File: config.mk
export PLATFORM = sky130hd
export DESIGN_NAME = traffic_light_ctrl
export DESIGN_NICKNAME = d
export VERILOG_FILES = /design/src/rtl/traffic_light_ctrl.sv
export SDC_FILE = /design/constraint.sdc
export NUM_CORES = 1
export LEC_CHECK = 0
export ABC_AREA = 1
export ABC_CLOCK_PERIOD_IN_PS = 2100
export CORE_MARGIN = 4
export CORE_UTILIZATION = 48
export DETAILED_ROUTE_END_ITERATION = 7
export MAX_ROUTING_LAYER = met4
export PLACE_DENSITY = 0.86
export SLEW_MARGIN = 5
export SYNTH_ARGS = -nofsm -noshare
export SYNTH_HDL_FRONTEND = slang
export SYNTH_SLANG_ARGS = --single-unit
File: constraint.sdc
create_clock -name clk_in -period 2.1 [get_ports clk_in]
set_input_delay 0.21 -clock clk_in [delete_from_list [all_inputs] [get_ports clk_in]]
set_output_delay 0.21 -clock clk_in [all_outputs]
set_load 0.05 [all_outputs]
File: src/rtl/traffic_light_ctrl.sv
// Two-road traffic-light phase sequencer stepped by divider tick edges.
// Optional night flashing mode when TL_NIGHT_FLASH_EN is defined.
module traffic_light_ctrl #(
   parameter int CNT_W        = 8,
   parameter int T_GREEN_MAIN = 30,
   parameter int T_GREEN_SIDE = 20,
   parameter int T_YELLOW     = 3,
   parameter int T_ALLRED     = 1
) (
   input  logic             clk_in,
   input  logic             rst_n,
   input  logic             tick_in,
   input  logic             side_req,
   input  logic             night_mode,
   output logic [2:0]       main_light,
   output logic [2:0]       side_light,
   output logic [CNT_W-1:0] count_out,
   output logic [2:0]       state_out
);

   typedef enum logic [2:0] {
      MG    = 3'd0,
      MY    = 3'd1,
      AR1   = 3'd2,
      SG    = 3'd3,
      SY    = 3'd4,
      AR2   = 3'd5,
      FLASH = 3'd6
   } state_t;

   localparam logic [CNT_W-1:0] TGM = CNT_W'(T_GREEN_MAIN);
   localparam logic [CNT_W-1:0] TGS = CNT_W'(T_GREEN_SIDE);
   localparam logic [CNT_W-1:0] TY  = CNT_W'(T_YELLOW);
   localparam logic [CNT_W-1:0] TA  = CNT_W'(T_ALLRED);
   localparam logic [CNT_W-1:0] ONE = CNT_W'(1);

   state_t           state, state_n;
   logic [CNT_W-1:0] cnt, cnt_n;
   logic             tick_d;
   logic             side_pend, side_pend_n;
   logic             step;
   logic             last;

   assign step = tick_in & ~tick_d;
   assign last = cnt <= ONE;

`ifdef TL_NIGHT_FLASH_EN
   logic flash_ph, flash_ph_n;
`else
   logic unused_night;
   assign unused_night = night_mode;
`endif

   always_comb begin
      state_n     = state;
      cnt_n       = cnt;
      side_pend_n = side_pend | side_req;
`ifdef TL_NIGHT_FLASH_EN
      flash_ph_n  = flash_ph;
`endif
      unique case (state)
         MG: if (step) begin
            if (!last) cnt_n = cnt - ONE;
            else if (side_pend) begin
               state_n = MY;
               cnt_n   = TY;
            end
         end
         MY: if (step) begin
            if (!last) cnt_n = cnt - ONE;
            else begin
               state_n = AR1;
               cnt_n   = TA;
            end
         end
         AR1: if (step) begin
            if (!last) cnt_n = cnt - ONE;
            else begin
               state_n = SG;
               cnt_n   = TGS;
            end
         end
         SG: if (step) begin
            if (!last) cnt_n = cnt - ONE;
            else begin
               state_n = SY;
               cnt_n   = TY;
            end
         end
         SY: if (step) begin
            if (!last) cnt_n = cnt - ONE;
            else begin
               state_n = AR2;
               cnt_n   = TA;
            end
         end
         AR2: if (step) begin
            if (!last) cnt_n = cnt - ONE;
            else begin
               state_n = MG;
               cnt_n   = TGM;
            end
         end
`ifdef TL_NIGHT_FLASH_EN
         FLASH: if (step) begin
            if (night_mode) flash_ph_n = ~flash_ph;
            else begin
               state_n = AR2;
               cnt_n   = TA;
            end
         end
`endif
         default: begin
            state_n = MG;
            cnt_n   = TGM;
         end
      endcase
`ifdef TL_NIGHT_FLASH_EN
      // night request overrides any expiry on the same step
      if (step && night_mode && state <= AR2) begin
         state_n    = FLASH;
         cnt_n      = '0;
         flash_ph_n = 1'b1;
      end
`endif
      if (state_n == SG && state != SG)
         side_pend_n = side_req;
   end

   always_ff @(posedge clk_in or negedge rst_n) begin
      if (!rst_n) begin
         state     <= MG;
         cnt       <= TGM;
         tick_d    <= 1'b0;
         side_pend <= 1'b0;
`ifdef TL_NIGHT_FLASH_EN
         flash_ph  <= 1'b0;
`endif
      end else begin
         state     <= state_n;
         cnt       <= cnt_n;
         tick_d    <= tick_in;
         side_pend <= side_pend_n;
`ifdef TL_NIGHT_FLASH_EN
         flash_ph  <= flash_ph_n;
`endif
      end
   end

   always_comb begin
      main_light = 3'b100;
      side_light = 3'b100;
      unique case (state)
         MG: main_light = 3'b001;
         MY: main_light = 3'b010;
         SG: side_light = 3'b001;
         SY: side_light = 3'b010;
`ifdef TL_NIGHT_FLASH_EN
         FLASH: begin
            main_light = {1'b0, flash_ph, 1'b0};
            side_light = {1'b0, flash_ph, 1'b0};
         end
`endif
         default: ;
      endcase
   end

   assign count_out = cnt;
   assign state_out = state;

endmodule

==> results.md <==
* Status: complete, no violations
* Sink Count at 13
* Final hold vios at 0
* Worst slew pin tran at 0.5999 ns
* Max FO, Critical Path at 6
* DR iter-0 viols at 13
* Met2 Usage GRT at between 20% and 30%
* Cells after Synth at approximately 120
* Drt pass-1 iters at 4
* Setup violators final at 0
* Die ar. at around 2700 um^2
* Fmax at 504.1 MHz
* Type of the worst setup path: reg -> out
* Worst Hold Class: in -> async
* Io pins at 22
* Fin nets at roughly 150
* Routed Wire Length at between 1.5 and 2 mm
* Register area at 330.3 um^2
* Post-synth top flop: dfrtp_1
* Synth unique cells at 26
* Max_slew headroom at 59.88%
* Setup TNS at 0 ns
* Routability congestion estimate at 0.8564
* Met3 Usage GRT at around 3.7%
* Max cap viols at 0
* Most frequent cells in the layout: nand2_1 (27), inv_1 (16), clkdlybuf4s50_1 (15)
* Syn. warnings at 0
* Commonest non-fill, non-tap cell in the layout: nand2_1
* Routed length per placed instance at ~11 um
* Critical Path AT at 1.77 ns
* Critical path launch point type: flip-flop
* Sequential share of the synthesized area at 35.97%
* Clk buf depth at 2
* DR vias at 829
* Hold buffers post-CTS at 0
* Peak supply drop at 0.0004791 V
* Core box area at ~1800 um^2
* Cells on worst reg2reg path at 10
* Overall routing resource usage at 16.04%
* Unrepaired setup endpoints after global routing: no
* Initial antenna violation count at 0
* Setup Buffers After CTS at 0
* Number of vias per cell at 4.848
* CP required at between 1.5 and 2 ns
* Post-Syn Area at 918.4 um^2
* Synthesized area per cell at 7.528 um^2
* Placed cells at roughly 170
* Setup crit end kind: primary output
* Clk Latency, worst-skew pair at 0.27 ns
* Post-DRT Antenna Nets at 0
* Static leakage at 0.6093 nW
* Post-synth EDFFs at 0
* Die Y at 51.74 um
* Slew Limit Fails at 0
* Area occupied by multi-input gates at just over 500 um^2
* Cts repair resizes at 0
* Worst-path clk slew at 0.08 ns
* Fillers at about 170
* Synth-to-Final Area Change at 27.79%
* Met1 usage at 20.25%
* Syn Nets at 129
* Share of cells above drive strength 1 at 23.97%
* Ys async rst share at 100.0%
* Finished Layout Cells at 171
* Cts bufs inserted at 3
* Remaining DRCs at 0
* Pwr/cell area at 850.7 nW/um^2
* Root Driver: clkbuf_4
* Min Hold Slack at 0.3088 ns
* Clock skew at 0.005413 ns
* CTS tree: done
* Pin count of the biggest net entering global routing at 14
* FF-to-FF setup slack at 0.40 ns
* Final Cycle Share at 94.46%
* Vias in the first global route at 769
* Starting Density at 52.06%
* Post-synthesis register bit count at 13
* Port bufs at 20
* Die width at 51.74 um
* Row count at 15
* Post-DP HPWL at 1.488 mm
* GR peak layer: met2
* First-pass GRT wire length at 3.222 mm
* Grt ovf at 0
* H-tree levels at 1
* Number of antenna diodes at 0
* Min cycle time layout at 1.984 ns
[through the flow]
stage          power (mW)  setup slack (ns)  area (um^2)  utilization, %
2_1_floorplan      0.7217            0.1572        923.4               -
3_3_place_gp       0.8476            0.3630         1145           64.89
3_5_place_dp       0.8537            0.3406         1145           64.89
4_1_cts             1.008           0.03089         1171           66.38
5_1_grt             1.068           0.05699         1174           66.52
6_report           0.9984            0.1163         1174           66.52
[layer usage]
layer  wire [um]  share of wire [%]
met5           0                  0
met3          88                4.6
met2         893                 47
met4           9               0.47
met1         915                 48
[critical path, stage by stage (launching register included)]
cell and delay, ns:
dfrtp_1 0.48, nor2_4 0.07, inv_1 0.11, clkdlybuf4s50_1 0.83
[cells by family (layout without fill, tap and decap cells)]
| kind of cell | after synthesis | in the layout | synth area share [%] |
|---|---|---|---|
| buffers and inverters | 20 | 44 | 8.310 |
| AO/OA/AOI/OAI | 16 | 16 | 11.45 |
| XOR/XNOR | 2 | 2 | 1.908 |
| AND/OR/NAND/NOR | 69 | 69 | 39.65 |
| adder cells (fa/ha/maj) | 2 | 2 | 2.724 |
| flip-flops | 13 | 13 | 35.97 |
[where the power goes]
group / switching [mW] / internal [mW] / leakage, nW
Combinational: 0.293 / 0.165 / 0.457
Sequential: 0.0632 / 0.323 / 0.138
Clock: 0.0797 / 0.0735 / 0.0150
[layout make-up]
cell class              count  area share, %
repair buffers             20          16.42
multi-input cells          89          44.03
well taps                  25          2.665
clock buffers               4          2.239
flip-flops and latches     13          28.14
inverters                  20          6.503
[synth_stat cells (2+ instances only)]
| master | instances | share of area [%] |
|---|---|---|
| a21oi_1 | 4 | 2.2 |
| a22oi_1 | 2 | 1.6 |
| dfrtp_1 | 9 | 25 |
| dfstp_2 | 4 | 11 |
| ha_1 | 2 | 2.7 |
| inv_1 | 16 | 6.5 |
| inv_2 | 3 | 1.2 |
| nand2_1 | 27 | 11 |
| nand2_2 | 5 | 3.4 |
| nand2_4 | 3 | 3.7 |
| nand3_1 | 6 | 3.3 |
| nand4_1 | 2 | 1.4 |
| nor2_1 | 14 | 5.7 |
| nor2_2 | 5 | 3.4 |
| nor2_4 | 3 | 3.7 |
| nor3_1 | 2 | 1.1 |
| o21ai_0 | 5 | 2.7 |
| xor2_1 | 2 | 1.9 |
[state kept, by name, indices dropped and copies added (netlist names)]
signal	flops
count_out	8
side_pend	1
tick_d	1
state_out	3
[path summary, 6_finish.rpt]
kind,end,from
max in group asynchronous,count_out[6]$_DFFE_PN0P_,rst_n
min in group clk_in,tick_d$_DFF_PN0_,tick_in
worst max register to register,count_out[6]$_DFFE_PN0P_,count_out[1]$_DFFE_PN1P_
worst min register to register,count_out[3]$_DFFE_PN1P_,count_out[3]$_DFFE_PN1P_
worst max-delay path,main_light[2],state_out[2]$_DFF_PN0_
worst min-delay path,state_out[1]$_DFF_PN0_,rst_n
No activity file was read; power rests on OpenSTA's default activity.
